File: config.mk
export PLATFORM = sky130hd
export DESIGN_NAME = boot_loader
export DESIGN_NICKNAME = d
export VERILOG_FILES = /design/src/rtl/boot_loader_pkg.sv /design/src/rtl/boot_loader_word_assembler.sv /design/src/rtl/boot_loader.sv
export SDC_FILE = /design/constraint.sdc
export NUM_CORES = 1
export LEC_CHECK = 0
export CAP_MARGIN = 40
export CORE_ASPECT_RATIO = 0.8
export CORE_MARGIN = 4
export CORE_UTILIZATION = 36
export CTS_CLUSTER_DIAMETER = 40
export CTS_CLUSTER_SIZE = 30
export DETAILED_ROUTE_END_ITERATION = 7
export PLACE_DENSITY = 0.63
export SLEW_MARGIN = 20
export SYNTH_ARGS = -nofsm -noshare
export SYNTH_HDL_FRONTEND = slang
export SYNTH_HIERARCHICAL = 1
export SYNTH_SLANG_ARGS = --single-unit
export TNS_END_PERCENT = 30
File: constraint.sdc
create_clock -name clk -period 3.4 [get_ports clk]
set_input_delay 0.68 -clock clk [delete_from_list [all_inputs] [get_ports clk]]
set_output_delay 0.68 -clock clk [all_outputs]
set_load 0.05 [all_outputs]
File: src/rtl/boot_loader_pkg.sv
// Shared types and sizing constants for the byte-stream image loader.
package boot_loader_pkg;

  localparam int unsigned BYTES_PER_WORD = 4;
  localparam int unsigned LEN_BYTES      = 2;
  localparam int unsigned WORD_W         = 8 * BYTES_PER_WORD;
  localparam int unsigned LEN_W          = 8 * LEN_BYTES;
  localparam int unsigned IDX_W          = $clog2(BYTES_PER_WORD);

  typedef enum logic [2:0] {
    LEN0,
    LEN1,
    DATA,
    WRITE,
    CSUM,
    RUN,
    ERR
  } state_e;

endpackage

File: src/rtl/boot_loader_word_assembler.sv
// Packs accepted bytes into a little-endian word; lane chosen by a 2-bit index.
module word_assembler
  import boot_loader_pkg::*;
(
  input  logic              clk,
  input  logic              reset,
  input  logic [7:0]        byte_i,
  input  logic              byte_en_i,
  input  logic              clear_i,
  output logic [WORD_W-1:0] word_o,
  output logic              word_full_c
);

  logic [IDX_W-1:0]  idx_q, idx_d;
  logic [WORD_W-1:0] word_q, word_d;

  always_ff @(posedge clk or posedge reset) begin
    if (reset) begin
      idx_q  <= '0;
      word_q <= '0;
    end else begin
      idx_q  <= idx_d;
      word_q <= word_d;
    end
  end

  always_comb begin
    idx_d  = idx_q;
    word_d = word_q;
    if (clear_i) begin
      idx_d = '0;
    end else if (byte_en_i) begin
      word_d[{idx_q, 3'b000} +: 8] = byte_i;
      idx_d                        = idx_q + IDX_W'(1);
    end
  end

  // High in the same cycle the final lane is being accepted.
  assign word_full_c = byte_en_i && (idx_q == IDX_W'(BYTES_PER_WORD - 1));
  assign word_o      = word_q;

endmodule

File: src/rtl/boot_loader.sv
// Loads a length-prefixed, XOR-checksummed image into instruction memory and
// holds the core in reset until the image verifies.
module boot_loader
  import boot_loader_pkg::*;
#(
  parameter logic [31:0] BASE_ADDR = 32'h0000_0000,
  parameter int unsigned MAX_WORDS = 256
) (
  input  logic        clk,
  input  logic        reset,
  input  logic [7:0]  rx_data,
  input  logic        rx_valid,
  output logic        rx_ready,
  output logic [31:0] mem_waddress,
  output logic [31:0] mem_datain,
  output logic        mem_wr,
  output logic        cpu_reset,
  output logic        done,
  output logic        error,
  output logic [15:0] words_loaded
);

  state_e            state_q, state_d;
  logic [LEN_W-1:0]  len_q, len_d;
  logic [7:0]        xor_q, xor_d;
  logic [31:0]       addr_q, addr_d;
  logic [15:0]       words_q, words_d;
  logic              rx_ready_q, rx_ready_d;
  logic              mem_wr_q, mem_wr_d;
  logic              cpu_reset_q, cpu_reset_d;
  logic              done_q, done_d;
  logic              error_q, error_d;

  logic              accept_c;
  logic              asm_full_c;
  logic [LEN_W-1:0]  len_rx_c;
  logic [WORD_W-1:0] asm_word;

  assign accept_c = rx_valid && rx_ready_q;
  assign len_rx_c = {rx_data, len_q[7:0]};

  word_assembler u_asm (
    .clk        (clk),
    .reset      (reset),
    .byte_i     (rx_data),
    .byte_en_i  (accept_c && (state_q == DATA)),
    .clear_i    (state_q == WRITE),
    .word_o     (asm_word),
    .word_full_c(asm_full_c)
  );

  always_ff @(posedge clk or posedge reset) begin
    if (reset) begin
      state_q     <= LEN0;
      len_q       <= '0;
      xor_q       <= '0;
      addr_q      <= BASE_ADDR;
      words_q     <= '0;
      rx_ready_q  <= 1'b1;
      mem_wr_q    <= 1'b0;
      cpu_reset_q <= 1'b1;
      done_q      <= 1'b0;
      error_q     <= 1'b0;
    end else begin
      state_q     <= state_d;
      len_q       <= len_d;
      xor_q       <= xor_d;
      addr_q      <= addr_d;
      words_q     <= words_d;
      rx_ready_q  <= rx_ready_d;
      mem_wr_q    <= mem_wr_d;
      cpu_reset_q <= cpu_reset_d;
      done_q      <= done_d;
      error_q     <= error_d;
    end
  end

  always_comb begin
    state_d = state_q;
    len_d   = len_q;
    xor_d   = xor_q;
    addr_d  = addr_q;
    words_d = words_q;

    // Checksum covers length and data bytes, never the checksum byte itself.
    if (accept_c && (state_q inside {LEN0, LEN1, DATA})) begin
      xor_d = xor_q ^ rx_data;
    end

    case (state_q)
      LEN0: begin
        if (accept_c) begin
          len_d[7:0] = rx_data;
          state_d    = LEN1;
        end
      end
      LEN1: begin
        if (accept_c) begin
          len_d = len_rx_c;
          if (len_rx_c > LEN_W'(MAX_WORDS)) begin
            state_d = ERR;
          end else if (len_rx_c == '0) begin
            state_d = CSUM;
          end else begin
            state_d = DATA;
          end
        end
      end
      DATA: begin
        if (asm_full_c) begin
          state_d = WRITE;
        end
      end
      WRITE: begin
        words_d = words_q + 16'd1;
        addr_d  = addr_q + 32'(BYTES_PER_WORD);
        state_d = ((words_q + 16'd1) == len_q) ? CSUM : DATA;
      end
      CSUM: begin
        if (accept_c) begin
          state_d = (rx_data == xor_q) ? RUN : ERR;
        end
      end
      RUN:     state_d = RUN;
      ERR:     state_d = ERR;
      default: state_d = ERR;
    endcase

    // Outputs are registered decodes of the state being entered.
    rx_ready_d  = state_d inside {LEN0, LEN1, DATA, CSUM};
    mem_wr_d    = (state_d == WRITE);
    done_d      = (state_d == RUN);
    error_d     = (state_d == ERR);
    cpu_reset_d = (state_d != RUN);
  end

  assign rx_ready     = rx_ready_q;
  assign mem_waddress = addr_q;
  assign mem_datain   = asm_word;
  assign mem_wr       = mem_wr_q;
  assign cpu_reset    = cpu_reset_q;
  assign done         = done_q;
  assign error        = error_q;
  assign words_loaded = words_q;

endmodule
==> results.py, run 1 <==
metrics = {
    "status": {
        "outcome": "finished, final reports clean",
    },
    "timing": {
        "max_freq_ghz": 0.366,
        "worstMarginPinSlew_ns": 0.600,
        "final_max_slew_viol_count": 0,
        "grt_setup_unrepaired": "false",
        "fin_skew_ns": 0.00930,
        "final.period_utilization_pct": 80.4,
        "fin_tns_setup_ns": 0,
        "finalWorstPathRequiredPeriod_ns": 2.73,
        "slew_headroom_pct": 60.0,
        "setup-violations-final": 0,
        "finalHoldViolations": 0,
    },
    "cts": {
        "clock_insertion_delay_worst_skew_ns": 0.36,
        "cts_hold_buf": 0,
        "clock_tree.buffer_depth": 2,
        "cts_setup_buffers": 0,
        "cts_tree": "built",
        "postCtsResizedCells": 0,
        "clock_tree.root_cell": "sky130_fd_sc_hd__clkbuf_16",
        "cts.reportedPaths.clkPinSlew_ns": 0.07,
        "total_clock_buffers_created_by_cts": 9,
        "cts_max_level": 3,
        "numClockSinks": 112,
    },
    "final_layout": {
        "post_route_cells_drive_above_1_share_pct": 9.27,
        "area_occupied_by_multi_input_gates_um2": 2480,
        "layout-area-overhead-vs-synth_pct": 26.1,
        "num_antenna_cells": 0,
        "final_util_pct": 46.6,
        "seqCellArea_um2": 2810,
        "finalInstanceArea_um2": 7040,
        "nFillCells": 1388,
        "nets": 639,
    },
    "power": {
        "power_per_cell_area_nw_per_um2": 358,
        "fin_total_pwr_w": 0.00252,
        "power.static_leakage_nw": 3.12,
        "vdd.ir_drop.worst_v": 0.000248,
    },
    "placement": {
        "gp_routability_congestion": 0.821,
        "postPlaceCellArea_um2": 6720,
        "post-dp-hpwl_um": 9900,
        "portBuffers": 93,
    },
    "global_routing": {
        "grt_pass1_vias": 4315,
        "grt.total_usage_pct": 16.3,
        "maximum_number_of_pins_on_one_net_before_global_route_repair": 34,
        "number_of_antenna_violations_at_the_first_check_in_global_routing": 0,
        "global_route_wire_length_before_repair_um": 22900,
        "grt_overflow": 0,
    },
    "synth": {
        "most_area_hungry_cell_type_in_the_yosys_netlist": "sky130_fd_sc_hd__dfrtp_1",
        "syn_avg_cell_area_um2": 10.5,
        "yosys_warnings": 6,
        "synth.top_cells.by_count": "110 x sky130_fd_sc_hd__dfrtp_1, 69 x sky130_fd_sc_hd__nand2_1, 60 x sky130_fd_sc_hd__xnor2_1",
        "ys_top_cells_by_area": "sky130_fd_sc_hd__dfrtp_1 49%, sky130_fd_sc_hd__xnor2_1 9.4%, sky130_fd_sc_hd__nand2_1 4.6%, sky130_fd_sc_hd__o32ai_1 3.5%, sky130_fd_sc_hd__mux2_2 3.2%",
        "synth-edff-count": 0,
        "total_of_flip_flops_plus_latches_after_synthesis": 112,
        "synth_most_common_cell": "sky130_fd_sc_hd__dfrtp_1",
        "number_of_instances_in_the_synthesized_netlist": 533,
        "synth_largest_type_area_fraction_pct": 49.3,
        "ys_seq_area_share_pct": 50.3,
        "fraction_of_registers_with_async_set_or_reset_after_synthesis_pct": 100,
        "synth_flop_cell": "sky130_fd_sc_hd__dfrtp_1",
        "post_synth_instance_area_um2": 5580,
        "synth_cell_type_count": 65,
    },
    "floorplan": {
        "std_cell_rows": 40,
        "fp.dieW_um": 147,
        "die_height_um": 119,
        "floorplan.die_area_um2": 17600,
        "floorplan.io_pins": 96,
        "core-area_um2": 15100,
        "floorplan.initialDensity_pct": 36.9,
    },
    "routing": {
        "detailroute.via_count": 4266,
        "drt.antenna.violating_nets": 0,
        "route.final.wire_length_um": 13900,
        "drc": 0,
        "routed_vias_inst": 5.10,
        "initialDrtViolationCount": 234,
        "wl_per_cell_um": 16.7,
        "drtPass1Iterations": 5,
    },
    "critical_path": {
        "endpoint_kind": "flip-flop",
        "critical_path_class": "flip-flop to flip-flop",
        "cp_max_fo": 7,
        "kind_of_start_point_of_the_critical_path": "flip-flop",
        "timing.critical_path.required_ns": 3.65,
        "arrival_ns": 2.99,
    },
    "flow_run": {
        "maxCapViolCount": 0,
    },
    "worst_hold_path": {
        "timing.hold.worst.class": "flip-flop to flip-flop",
    },
}
final cells by class:
cell class                 count  area share, %
sequential                   112           39.9
timing repair buffer         107           14.8
inverter                      38           2.03
tap                          210           3.73
clock buffer                   9           3.20
multi-input combinational    353           35.2
clock inverter                 7           1.19
placed cells by master, fill, tap and decap left out, types with 3 or more instances in the layout:
cell type / count
sky130_fd_sc_hd__mux2_2: 16
sky130_fd_sc_hd__nor2_1: 19
sky130_fd_sc_hd__a21oi_1: 4
sky130_fd_sc_hd__nor3_1: 10
sky130_fd_sc_hd__ha_1: 7
sky130_fd_sc_hd__o21ai_0: 4
sky130_fd_sc_hd__clkdlybuf4s50_1: 93
sky130_fd_sc_hd__and3b_1: 4
sky130_fd_sc_hd__nand2b_1: 3
sky130_fd_sc_hd__or4_1: 4
sky130_fd_sc_hd__clkbuf_16: 9
sky130_fd_sc_hd__and2_1: 5
sky130_fd_sc_hd__nand2_1: 69
sky130_fd_sc_hd__and3_1: 8
sky130_fd_sc_hd__dfrtp_1: 110
sky130_fd_sc_hd__nand4_1: 21
sky130_fd_sc_hd__xor2_1: 19
sky130_fd_sc_hd__o2bb2ai_1: 8
sky130_fd_sc_hd__inv_1: 36
sky130_fd_sc_hd__nor4_1: 4
sky130_fd_sc_hd__and4_1: 5
sky130_fd_sc_hd__nand3_1: 16
sky130_fd_sc_hd__o32ai_1: 22
sky130_fd_sc_hd__buf_4: 13
sky130_fd_sc_hd__xnor2_1: 60
registers in the layout, summed over array words and instances, names as in the netlist, 2 cells and up:
| signal | count |
|---|---|
| u_asm/word_o | 32 |
| mem_waddress | 30 |
| xor_q | 8 |
| words_loaded | 16 |
| state_q | 3 |
| len_q | 16 |
| u_asm/idx_q | 2 |
per-layer routing:
| metal | up-vias | GRT usage, % | share of wire, % |
|---|---|---|---|
| met3 | 15 | 4.94 | 6.9 |
| li1 | 2023 | - | - |
| met5 | - | 0 | 0 |
| met2 | 136 | 23.6 | 44 |
| met1 | 2092 | 23.6 | 48 |
| met4 | 0 | 4.48 | 1.1 |
per-stage QoR:
step                hold slack [ns]  cells  worst slack, ns
finish                        0.481    836            0.666
global route                  0.508    836            0.517
CTS                           0.493    835            0.654
detailed placement            0.479    819            0.369
global placement              0.464    819            0.491
floorplan                     0.463    534            0.728
final timing paths:
check	start	to	slack [ns]	cells after the start
max	words_loaded[0]$_DFFE_PP0P_	state_q[1]$_DFF_PP0_	0.67	7
min	mem_waddress[31]$_DFFE_PP0P_	mem_waddress[31]$_DFFE_PP0P_	0.48	1
max reg2reg	words_loaded[0]$_DFFE_PP0P_	state_q[1]$_DFF_PP0_	0.67	7
min reg2reg	mem_waddress[31]$_DFFE_PP0P_	mem_waddress[31]$_DFFE_PP0P_	0.48	1
max in group asynchronous	reset	cpu_reset$_DFF_PP1_	1.76	3
min in group asynchronous	reset	u_asm/word_o[16]$_DFFE_PP0P_	0.69	2
power breakdown:
group	internal [W]	switching, W
Clock	0.000588	0.000520
Combinational	0.0000239	0.0000578
Sequential	0.00133	0
critical path: stages, from the launching register on:
cell and delay [ns]:
sky130_fd_sc_hd__dfrtp_1 0.51, sky130_fd_sc_hd__ha_1 0.36, sky130_fd_sc_hd__nand3_1 0.27, sky130_fd_sc_hd__nor3_1 0.36, sky130_fd_sc_hd__o211a_1 0.20, sky130_fd_sc_hd__o221ai_1 0.13, sky130_fd_sc_hd__or4_1 0.60, sky130_fd_sc_hd__a21o_1 0.21
cells by family after synthesis:
kind of cell	after synthesis	synth area share, %
simple gates	183	17.0
flops	112	50.3
xor+xnor	80	12.7
buf+inv	69	5.38
compound gates	64	9.57
mux	17	3.41
fa+ha+maj	7	1.57
other cells	1	0.0672
(Power assumes the default switching activity.)
==> run 2, diff against run 1 <==
--- a/config.mk
+++ b/config.mk
@@ -12,7 +12,7 @@
 export CTS_CLUSTER_DIAMETER = 40
 export CTS_CLUSTER_SIZE = 30
 export DETAILED_ROUTE_END_ITERATION = 7
-export PLACE_DENSITY = 0.63
+export PLACE_DENSITY = 0.65
 export SLEW_MARGIN = 20
 export SYNTH_ARGS = -nofsm -noshare
 export SYNTH_HDL_FRONTEND = slang
==> constraint.sdc (replaced) <==
create_clock -name clk -period 2.5 [get_ports clk]
set_input_delay 0.5 -clock clk [delete_from_list [all_inputs] [get_ports clk]]
set_output_delay 0.5 -clock clk [all_outputs]
set_load 0.05 [all_outputs]
==> run 2 against run 1 <==
Clock power up 36%. Largest power group unchanged. Worst hold slack better by 0.0096 ns. Critical path type unchanged. Combinational power up 38%. Die area unchanged. Critical path depth unchanged. Global-route usage up 0.25 points. Flip-flop and latch count unchanged. Via count up 3.8%. Clock skew up 0.0080 ns.
==> results.py, run 2 (same netlist as run 1, synthesis figures left out) <==
metrics = {
    "cts": {
        "cts.reportedPaths.clkPinSlew_ns": 0.08,
        "cts_tree": "built",
        "cts_setup_buffers": 0,
        "cts_max_level": 3,
        "cts_hold_buf": 0,
        "clock_tree.buffer_depth": 2,
        "total_clock_buffers_created_by_cts": 9,
        "clock_tree.root_cell": "sky130_fd_sc_hd__clkbuf_16",
        "clock_insertion_delay_worst_skew_ns": 0.36,
        "numClockSinks": 112,
    },
    "floorplan": {
        "die_height_um": 119,
        "floorplan.io_pins": 96,
        "std_cell_rows": 40,
        "fp.dieW_um": 147,
        "floorplan.die_area_um2": 17600,
        "core-area_um2": 15100,
        "floorplan.initialDensity_pct": 36.9,
    },
    "routing": {
        "route.final.wire_length_um": 14200,
        "drtPass1Iterations": 5,
        "detailroute.via_count": 4429,
        "wl_per_cell_um": 16.6,
        "drc": 0,
        "initialDrtViolationCount": 239,
        "routed_vias_inst": 5.21,
        "drt.antenna.violating_nets": 0,
    },
    "status": {
        "outcome": "finished, final reports clean",
    },
    "placement": {
        "post-dp-hpwl_um": 10100,
        "portBuffers": 93,
        "gp_routability_congestion": 0.861,
    },
    "timing": {
        "final.period_utilization_pct": 94.6,
        "fin_skew_ns": 0.0173,
        "final_max_slew_viol_count": 0,
        "setup-violations-final": 0,
        "finalWorstPathRequiredPeriod_ns": 2.36,
        "slew_headroom_pct": 61.0,
        "worst_hold_margin_ns": 0.490,
        "max_freq_ghz": 0.423,
        "grt_setup_unrepaired": "false",
        "worstMarginPinSlew_ns": 0.586,
        "finalHoldViolations": 0,
    },
    "final_layout": {
        "post_route_cells_drive_above_1_share_pct": 11.6,
        "num_antenna_cells": 0,
        "final_util_pct": 47.4,
        "max_reg_flops": 32,
        "area_occupied_by_multi_input_gates_um2": 2480,
        "nets": 653,
        "seqCellArea_um2": 2810,
        "layout-area-overhead-vs-synth_pct": 28.4,
        "most_used_cells_in_the_layout_excluding_fill_and_tap_cells": "109 x sky130_fd_sc_hd__dfrtp_1, 93 x sky130_fd_sc_hd__clkdlybuf4s50_1, 69 x sky130_fd_sc_hd__nand2_1",
        "layout.cells.most_common": "sky130_fd_sc_hd__dfrtp_1",
        "nFillCells": 1406,
    },
    "critical_path": {
        "worst_setup_path_endpoint": "state_q[1]$_DFF_PP0_",
        "arrival_ns": 2.62,
        "r2r-start": "words_loaded[0]$_DFFE_PP0P_",
        "r2r_slack_ns": 0.14,
        "endpoint_kind": "flip-flop",
        "rr_worst_depth": 7,
        "crit-reg2reg-capture": "state_q[1]$_DFF_PP0_",
        "cp_max_fo": 2,
        "kind_of_start_point_of_the_critical_path": "flip-flop",
        "critPathLaunch": "words_loaded[0]$_DFFE_PP0P_",
        "critical_path_class": "flip-flop to flip-flop",
        "timing.critical_path.required_ns": 2.75,
    },
    "global_routing": {
        "maximum_number_of_pins_on_one_net_before_global_route_repair": 65,
        "grt.total_usage_pct": 16.5,
        "global_route_wire_length_before_repair_um": 23500,
        "grt_overflow": 0,
        "number_of_antenna_violations_at_the_first_check_in_global_routing": 0,
        "grt_pass1_vias": 4469,
    },
    "power": {
        "vdd.ir_drop.worst_v": 0.000355,
        "power_per_cell_area_nw_per_um2": 479,
        "power.static_leakage_nw": 3.18,
    },
    "worst_hold_path": {
        "timing.hold.worst.class": "flip-flop to flip-flop",
        "worst_hold_path.num_cells": 1,
    },
    "flow_run": {
        "maxCapViolCount": 0,
    },
}
## run 2: critical path, cell delays in order, from the launching register on
cell	delay [ns]
sky130_fd_sc_hd__dfrtp_2	0.41
sky130_fd_sc_hd__ha_1	0.24
sky130_fd_sc_hd__xnor2_2	0.15
sky130_fd_sc_hd__xnor2_1	0.13
sky130_fd_sc_hd__a2111oi_1	0.39
sky130_fd_sc_hd__o2111ai_1	0.15
sky130_fd_sc_hd__or4_1	0.60
sky130_fd_sc_hd__a21o_1	0.20
## run 2: layout make-up
type	count	area share, %
Timing Repair Buffer	121	16.1
Multi-Input combinational cell	353	34.7
Clock inverter	7	1.20
Clock buffer	9	3.14
Inverter	38	2.04
Tap cell	210	3.67
Sequential cell	112	39.2
## run 2: how the worst min path moves through the flow
stage	startpoint	end	slack (ns)
3_3_place_gp	mem_waddress[31]$_DFFE_PP0P_	mem_waddress[31]$_DFFE_PP0P_	0.46
3_5_place_dp	u_asm/word_o[12]$_DFFE_PP0P_	u_asm/word_o[12]$_DFFE_PP0P_	0.48
4_1_cts	mem_waddress[14]$_DFFE_PP0P_	mem_waddress[14]$_DFFE_PP0P_	0.49
5_1_grt	xor_q[0]$_DFFE_PP0P_	xor_q[0]$_DFFE_PP0P_	0.51
6_report	xor_q[3]$_DFFE_PP0P_	xor_q[3]$_DFFE_PP0P_	0.49
2_1_floorplan	xor_q[2]$_DFFE_PP0P_	xor_q[2]$_DFFE_PP0P_	0.46
## run 2: metrics by stage
step / total power [W] / cells / setup slack [ns] / instance area [um^2] / TNS (ns)
2_1_floorplan: 0.00189 / 534 / -0.0693 / 5590 / -0.0693
3_3_place_gp: 0.00196 / 834 / 0.0306 / 6850 / 0
3_5_place_dp: 0.00196 / 834 / -0.0712 / 6850 / -0.213
4_1_cts: 0.00348 / 850 / 0.114 / 7160 / 0
5_1_grt: 0.00355 / 850 / 0.0714 / 7170 / 0
6_report: 0.00343 / 850 / 0.135 / 7170 / 0
## run 2: per-layer routing
metal | vias up | global-route usage, % | part of all wire (%) | routed length (um)
met3 | 20 | 4.56 | 7.1 | 1010
met4 | 0 | 4.37 | 1.4 | 203
li1 | 2053 | - | - | -
met1 | 2182 | 23.2 | 46 | 6500
met2 | 174 | 25.3 | 46 | 6440
met5 | - | 0 | 0 | 0
## run 2: repair_timing
item                                    CTS  global route
resized for setup                         0             2
endpoints found under the setup margin    0             1
hold endpoints to repair                  0             0
## run 2: power breakdown
part           switching (W)  total (W)  internal (W)
Sequential                 0    0.00181       0.00181
Clock               0.000712    0.00151      0.000799
Combinational      0.0000795   0.000113     0.0000334
==> RTL edit: new RTL, settings of run 1 <==
Change the parameter `MAX_WORDS` from 256 to 128.
--- a/src/rtl/boot_loader.sv
+++ b/src/rtl/boot_loader.sv
@@ -5,5 +5,5 @@
 #(
   parameter logic [31:0] BASE_ADDR = 32'h0000_0000,
-  parameter int unsigned MAX_WORDS = 256
+  parameter int unsigned MAX_WORDS = 128
 ) (
   input  logic        clk,
Behaviour: not the same (Yosys sat finds a counterexample within 4 cycles, from zero or initial values and one cycle with reset high).
==> RTL edit against run 1 <==
Setup slack better by 37 ps. Cell area down 0.27%. Wire length down 2.8%. Count of clock-buffer cells in the layout up 2. Synthesized area up 1.1%. Sequential cell count unchanged. Critical path depth unchanged. Sequential share of layout area up 0.11 points. Via count down 0.63%. Non-clock buffer count down 6.
Power is not compared: it rests on default switching activity, and its combinational part moved more than twofold at a synthesized area within 25%.
==> RTL edit: results (changes against run 1) <==
Synth
  • Xor and xnor area share after synthesis: 11.9% (-0.74 points)
  • Post-Synth Adder-Cell Area: 1.55% (-0.018 points)
  • Sequential share of the synthesized area: 49.7% (-0.57 points)
  • Commonest cells in the netlist: dfrtp_1, nand2_1, xnor2_1, inv_1, nand4_1
  • Complex-gate fraction of the synthesized area: 9.33% (-0.24 points)
  • Post-synth cell types: 68 (+4.6%)
  • Post-synthesis mux area share: 3.72% (+0.32 points)

Timing
  • Tightest Pin Transition: 683 ps (+83.3 ps)
  • Clock Skews: 5.66 ps (-3.64 ps)

Finish
  • Nets: 625 (-2.2%)
  • Inserted Diodes: 0 (unchanged)
  • Layout cells sized above 1: 10.1% (+0.87 points)
  • Fill count: 1463 (+5.4%)

Placement
  • GPL Wtd Cong: 0.834 (+1.5%)
  • Dpl hpwl: 9.81 mm (-0.88%)
  • Dpl cell area: 6720 µm² (about the same)

Global routing
  • Vias in the first global route: 4081 (-5.4%)
  • First-pass GRT wire length: 22.2 mm (-3.3%)
  • Tot GR Track Use: 15.5% (-0.80 points)
  • Largest net degree at the start of global routing: 43 (+26%)

Worst hold path
  • Worst Hold Depth: 1 (unchanged)

Routing
  • Vias per cell: 5.16 (+1.1%)
  • Avg WL per Cell: 16.5 µm (-1.2%)
  • 1st-iter DRT viols: 320 (+37%)

Setup path
  • CP Data Arrival Time: 2940 ps (-50 ps)

Clocking
  • CTS Buf Count: 9 (unchanged)

Run status
  • Status: completed
## RTL edit: cell count changes in the layout (fill, tap and decap cells not counted), sizes merged, moves of 3 or more
cell / before / now
and3: 8 / 5
buf: 14 / 8
inv: 41 / 34
nand2: 69 / 63
nand4: 22 / 29
nor2b: 1 / 5
nor4: 4 / 9
o21ai: 5 / 1
o31ai: 0 / 3
or4: 4 / 1
xnor2: 61 / 57
## RTL edit: logic make-up after synthesis
kind of cell,count (synthesis)
flops,112
xor+xnor,77
compound gates,61
fa+ha+maj,7
buf+inv,68
other cells,1
mux,19
simple gates,181
## RTL edit: per-stage QoR
step                      cells  setup WS, ps  total power [mW]
final                       822           703              5.38
after global routing        822           565              5.68
after CTS                   822           750              5.43
after detailed placement    806           476              4.34
after global placement      806           592              4.30
after floorplan             527           728              3.63
## RTL edit: path summary, 6_finish.rpt
check	start	endpoint	slack, ps
worst max-delay path	words_loaded[4]	error	700
min in group asynchronous	reset	xor_q[4]	770
worst min-delay path	mem_waddress[31]	mem_waddress[31]	470
worst max register to register	words_loaded[4]	error	700
worst min register to register	mem_waddress[31]	mem_waddress[31]	470
max in group asynchronous	reset	mem_waddress[4]	1990
## RTL edit: final cells by class
type / count / area [µm²] / share of cell area, %
clock inverters: 5 / 56.3 / 0.802
clock buffers: 11 / 243 / 3.46
well taps: 210 / 263 / 3.74
multi-input cells: 347 / 2510 / 35.8
repair buffers: 101 / 1000 / 14.3
flip-flops and latches: 112 / 2810 / 40.0
inverters: 36 / 138 / 1.96
## RTL edit: per-layer routing
layer / up-vias / wire [µm] / global-route usage, %
met2: 119 / 6360 / 24.0
li1: 2006 / - / -
met3: 20 / 634 / 3.96
met4: 0 / 167 / 4.10
met1: 2094 / 6390 / 21.6
met5: - / 0 / 0
